[src/rtl/score_pkg.sv]
// Shared constants and types for the scoreboard scan path.
// Digit slots, anode patterns and the BCD score type.
package score_pkg;

  localparam logic [3:0] BLANK_CODE = 4'hF;

  localparam logic [1:0] DIG_P1_TENS = 2'd3;
  localparam logic [1:0] DIG_P1_ONES = 2'd2;
  localparam logic [1:0] DIG_P2_TENS = 2'd1;
  localparam logic [1:0] DIG_P2_ONES = 2'd0;

  localparam logic [3:0] AN_P1_TENS = 4'b0111;
  localparam logic [3:0] AN_P1_ONES = 4'b1011;
  localparam logic [3:0] AN_P2_TENS = 4'b1101;
  localparam logic [3:0] AN_P2_ONES = 4'b1110;
  localparam logic [3:0] AN_OFF     = 4'b1111;

  typedef struct packed {
    logic [3:0] tens;
    logic [3:0] ones;
  } bcd_score_t;

  function automatic bcd_score_t to_bcd(input int unsigned v);
    bcd_score_t s;
    s.tens = 4'((v / 10) % 10);
    s.ones = 4'(v % 10);
    return s;
  endfunction

  // Leading-zero suppression for tens digits.
  function automatic logic [3:0] blank_zero(input logic [3:0] d);
    return (d == 4'd0) ? BLANK_CODE : d;
  endfunction

endpackage

[src/rtl/bcd_score_counter.sv]
// Two-digit BCD score with saturation at 99.
// Flags a win when an increment lands on WIN_SCORE.
module bcd_score_counter
  import score_pkg::*;
#(
  parameter int unsigned WIN_SCORE = 11
) (
  input  logic       CLK,
  input  logic       RST_N,
  input  logic       clr,
  input  logic       inc,
  input  logic       en,
  output logic [3:0] tens,
  output logic [3:0] ones,
  output logic       hit_win
);

  localparam bcd_score_t WIN_BCD = to_bcd(WIN_SCORE);

  bcd_score_t q;
  bcd_score_t nxt;
  logic       step;

  assign step = inc & en & ~clr;

  always_comb begin
    nxt = q;
    if (q.ones != 4'd9) begin
      nxt.ones = q.ones + 4'd1;
    end else if (q.tens != 4'd9) begin
      nxt.ones = 4'd0;
      nxt.tens = q.tens + 4'd1;
    end
  end

  assign hit_win = step & (nxt == WIN_BCD);

  always_ff @(posedge CLK or negedge RST_N) begin
    if (!RST_N) begin
      q <= '0;
    end else if (clr) begin
      q <= '0;
    end else if (step) begin
      q <= nxt;
    end
  end

  assign tens = q.tens;
  assign ones = q.ones;

endmodule

[src/rtl/score_scan_driver.sv]
// Score keeping and digit scan for the Pong scoreboard.
// AN lags count by one cycle to line up with the decoder register.
module score_scan_driver
  import score_pkg::*;
#(
  parameter int unsigned REFRESH_BITS = 18,
  parameter int unsigned WIN_SCORE    = 11
) (
  input  logic       CLK,
  input  logic       RST_N,
  input  logic       GAME_CLR,
  input  logic       P1_POINT,
  input  logic       P2_POINT,
  output logic [3:0] count,
  output logic [3:0] AN,
  output logic       GAME_OVER,
  output logic [1:0] WINNER
);

  logic [REFRESH_BITS-1:0] scan;
  logic [1:0] idx;
  logic [3:0] p1_tens, p1_ones;
  logic [3:0] p2_tens, p2_ones;
  logic       p1_hit, p2_hit;
  logic [3:0] digit, an_sel, an_q;

  assign idx = scan[REFRESH_BITS-1 -: 2];

  bcd_score_counter #(.WIN_SCORE(WIN_SCORE)) u_p1 (
    .CLK(CLK), .RST_N(RST_N),
    .clr(GAME_CLR), .inc(P1_POINT), .en(~GAME_OVER),
    .tens(p1_tens), .ones(p1_ones), .hit_win(p1_hit)
  );

  bcd_score_counter #(.WIN_SCORE(WIN_SCORE)) u_p2 (
    .CLK(CLK), .RST_N(RST_N),
    .clr(GAME_CLR), .inc(P2_POINT), .en(~GAME_OVER),
    .tens(p2_tens), .ones(p2_ones), .hit_win(p2_hit)
  );

  always_comb begin
    digit  = BLANK_CODE;
    an_sel = AN_OFF;
    unique case (1'b1)
      (idx == DIG_P1_TENS): begin
        digit  = blank_zero(p1_tens);
        an_sel = AN_P1_TENS;
      end
      (idx == DIG_P1_ONES): begin
        digit  = p1_ones;
        an_sel = AN_P1_ONES;
      end
      (idx == DIG_P2_TENS): begin
        digit  = blank_zero(p2_tens);
        an_sel = AN_P2_TENS;
      end
      (idx == DIG_P2_ONES): begin
        digit  = p2_ones;
        an_sel = AN_P2_ONES;
      end
      default: ;
    endcase
  end

  always_ff @(posedge CLK or negedge RST_N) begin
    if (!RST_N) begin
      scan  <= '0;
      count <= BLANK_CODE;
      an_q  <= AN_OFF;
      AN    <= AN_OFF;
    end else begin
      scan  <= scan + 1'b1;
      count <= digit;
      an_q  <= an_sel;
      AN    <= an_q;
    end
  end

  always_ff @(posedge CLK or negedge RST_N) begin
    if (!RST_N) begin
      GAME_OVER <= 1'b0;
      WINNER    <= 2'b00;
    end else if (GAME_CLR) begin
      GAME_OVER <= 1'b0;
      WINNER    <= 2'b00;
    end else if (p1_hit | p2_hit) begin
      GAME_OVER <= 1'b1;
      WINNER    <= WINNER | {p1_hit, p2_hit};
    end
  end

endmodule

[config.mk]
export PLATFORM = sky130hd
export DESIGN_NAME = score_scan_driver
export DESIGN_NICKNAME = d
export VERILOG_FILES = /design/src/rtl/score_pkg.sv /design/src/rtl/bcd_score_counter.sv /design/src/rtl/score_scan_driver.sv
export SDC_FILE = /design/constraint.sdc
export NUM_CORES = 1
export LEC_CHECK = 0
export ABC_AREA = 0
export CORE_MARGIN = 2
export CORE_UTILIZATION = 39
export DETAILED_ROUTE_END_ITERATION = 16
export GPL_ROUTABILITY_DRIVEN = 0
export GPL_TIMING_DRIVEN = 0
export PLACE_DENSITY_LB_ADDON = 0.2
export SLEW_MARGIN = 20
export SYNTH_ARGS = -nofsm -noshare
export SYNTH_HDL_FRONTEND = slang
export SYNTH_SLANG_ARGS = --single-unit
[constraint.sdc]
create_clock -name CLK -period 4.35 [get_ports CLK]
set_input_delay 0.435 -clock CLK [delete_from_list [all_inputs] [get_ports CLK]]
set_output_delay 0.435 -clock CLK [all_outputs]
set_load 0.005 [all_outputs]
==> impl_results.md <==
- Gate power share: roughly 5.2%
- Placed cell area: approximately 2800 um^2
- PortBufs: 15
- Synth Area in Compound Gates: 13.1%
- XOR/XNOR share of the synthesized area: 9.10%
- Period utilisation layout: a little under half
- Setup violators final: 0
- Share of the synthesized area in the top cell type: about 37%
- Commonest non-fill, non-tap cells in the layout: dfrtp_1 (37), nand2_1 (21), xnor2_1 (20)
- Most common cell after layout, fill and taps aside: dfrtp_1
- Longest Clk Path Bufs: 2
- Layout cells sized above 1: 10.2%
- CTS tree: built
- Drt pass-1 iters: 4
- H-tree Lvls: 2
- Post-synth cell types: 43
- Sum Neg Setup Slack: 0 ns
- Worst slew margin: between 60% and 70%
- Type of element launching the critical path: flip-flop
- Remaining antenna violation count: 0
- Post-CTS Hold Buffers: 0
- Final nets: about 280
- Via density: ~5.2
- Fin. Hold Viols: 0
- Drc violations: 0
- Largest net degree at the start of global routing: 28
- Post-Synth Adder-Cell Area: between 5 and 6%
- Starting density of the core: between 30 and 40%
- DR iter-0 viols: between 80 and 90
- First-pass GRT wire length: between 8000 and 9000 um
- Main synth FF type: dfrtp_1
- Die Area: just over 7000 um^2
- Total CTS buffers: 5
- Fill cell count: 597
- Worst Setup Slack, final: 2.28 ns
- Simple-gate share of the synthesized area: between 10% and 20%
- Crit-path max FO: 7
- Worst Setup End Kind: flip-flop
- Clock transition at path regs: 0.09 ns
- Max-slew violation count: 0
- Met1 GRT Util: between 20% and 30%
- Post-Place Worst Slack: 2.10 ns
- Hpwl dp: 3310 um
- Top area cells in the synthesized netlist: dfrtp_1 (37%), dfstp_2 (13%), xnor2_1 (7.0%), ha_1 (5.5%), nand2_1 (3.2%)
- Global route total overflow: 0
- Ant diodes: 0
- Syn_nets: 258
- CP arrival: approximately 2.3 ns
- M2 GR Usage: roughly 22%
- Post-CTS Setup Bufs: 0
- Main combinational cell family by area after synthesis: simple AND/OR/NAND/NOR gates
- Pwr/cell area: just under 300 nW/um^2
- Sequential cell area fraction in the yosys report: approximately 50%
- Required @ worst endpoint: 4.58 ns
- Status: finished clean
- Storage cell area: between 1000 and 1500 um^2
- Gate Count Post-Synth: between 200 and 250
- Max-cap violations: 0
- Vias: between 1500 and 2000
- Post_cts resized: 0
- WHS: between 0.1 and 0.15 ns
- Met3 Use GR: about 3.4%
- Vias in the first global route: 1823
- FMAX: between 400 and 500 MHz
- Post-layout instance area: 2880 um^2
- Worst Skew: around 0.0048 ns
- Mean post-synth cell area: about 10 um^2
- Die H: roughly 84 um
- CTS Root Cell: clkbuf_8
- Rows: 29
- CP Class: reg2reg
- DRT Wirelength: about 4700 um
- Minimum clock period: about 2.1 ns
- Tightest Pin Transition: around 0.55 ns
- Initial antenna violation count: 0
- Die width: about 84 um
- Clk network pwr share: 39.5%
- Lkg Pwr: between 1 and 1.5 nW
- Cell area after synthesis: 2500 um^2
- Placed Cells: about 340
- Flops & latches, synth: 49
- CTS sink cnt: around 50
- Detailed-route wire length per cell: 13.6 um
- Area taken by multi-input logic gates: 1180 um^2
- Area Overhead vs Synth: 15.1%
- RSZ-0062 raised after global routing: no
- Max VDD drop: between 100 and 150 uV
- Post-synth EDFFs: 0
- Synth area leader: dfrtp_1
- Mux contribution to synthesized area: 1.20%
- Core ar.: roughly 6300 um^2
- YS warnings: 0
- Sw frac: 21.2%
- Register share of total power: between 50% and 60%
- Power Internal: 0.668 mW
- P_sw: about 0.18 mW
- Clk Latency, worst-skew pair: around 0.3 ns
- Io pins: 16
- Busiest grt layer: met2
- Asr flop ratio synth: 100%
- HP Class: in2async
- Post-Layout Cell Count: ~340
- GRT Overall Usage: 14.9%
power by group through the flow:
| stage | combinational (mW) | clock, mW | sequential, mW |
|---|---|---|---|
| global placement | 0.0431 | 0 | 0.477 |
| floorplan | 0.0207 | 0 | 0.475 |
| CTS | 0.0453 | 0.347 | 0.468 |
| detailed placement | 0.0451 | 0 | 0.477 |
| finish | 0.0441 | 0.335 | 0.468 |
| global route | 0.0510 | 0.365 | 0.469 |
logic make-up after synthesis:
group,count (synthesis)
simple gates,87
flops,49
compound gates,47
xor+xnor,26
buf+inv,19
fa+ha+maj,11
mux,3
per-stage QoR:
stage	util (%)	total power, mW
3_3_place_gp	43.8	0.520
5_1_grt	45.9	0.886
3_5_place_dp	44.0	0.522
2_1_floorplan	-	0.496
4_1_cts	45.9	0.861
6_report	45.9	0.847
Yosys cell counts, types with 2 or more instances:
master and instances:
and3_1 2, nand2b_1 5, nand2_1 21, dfstp_2 12, and4_1 4, a211oi_1 3
o21ai_0 9, nand3_1 11, o211ai_1 7, nor3_1 3, a31oi_1 4, and3b_1 3
or3_1 2, clkbuf_1 6, o32ai_1 2, xnor2_1 20, mux2i_1 3, a21oi_1 11
ha_1 11, inv_1 10, xor2_1 6, o22ai_1 3, nand4_1 3, nand3b_1 7
nor2_1 18, dfrtp_1 37, nor2b_1 3
sequential cells by signal (all words and copies together) (netlist names):
name       flops
WINNER         2
u_p2.tens      4
u_p2.ones      4
AN             4
scan          18
an_q           4
count          4
u_p1.ones      4
u_p1.tens      4
GAME_OVER      1
critical path: stages, from the launching register on:
cell       delay [ns]
dfrtp_1          0.46
ha_1             0.24
and3b_1          0.19
buf_6            0.13
a2111oi_4        0.34
a41oi_1          0.08
a2111o_1         0.45
o21ai_1          0.09
path summary, 6_finish.rpt:
| path | from | endpoint | slack (ns) | depth (start not counted) |
|---|---|---|---|---|
| setup / recovery | u_p2.ones[0] | WINNER[0] | 2.28 | 7 |
| hold / removal | RST_N | scan[0] | 0.11 | 1 |
| setup reg to reg | u_p2.ones[0] | WINNER[0] | 2.28 | 7 |
| hold reg to reg | an_q[1] | AN[1] | 0.36 | 0 |
| max in group asynchronous | RST_N | count[2] | 3.64 | 2 |
| min in group CLK | an_q[1] | AN[1] | 0.36 | 0 |
metal layers:
layer / wire length [um] / vias to the layer above
li1: - / 894
met1: 2460 / 844
met2: 1940 / 31
met3: 159 / 8
met4: 104 / 0
met5: 0 / -
layout make-up:
class,count,area share (%)
inverters,10,1.30
clock inverters,1,1.04
repair buffers,16,5.74
multi-input cells,174,41.0
well taps,77,3.35
flip-flops and latches,49,43.1
plain buffers,9,1.48
clock buffers,7,3.00
Note: power is estimated with default switching activity, not from simulation.
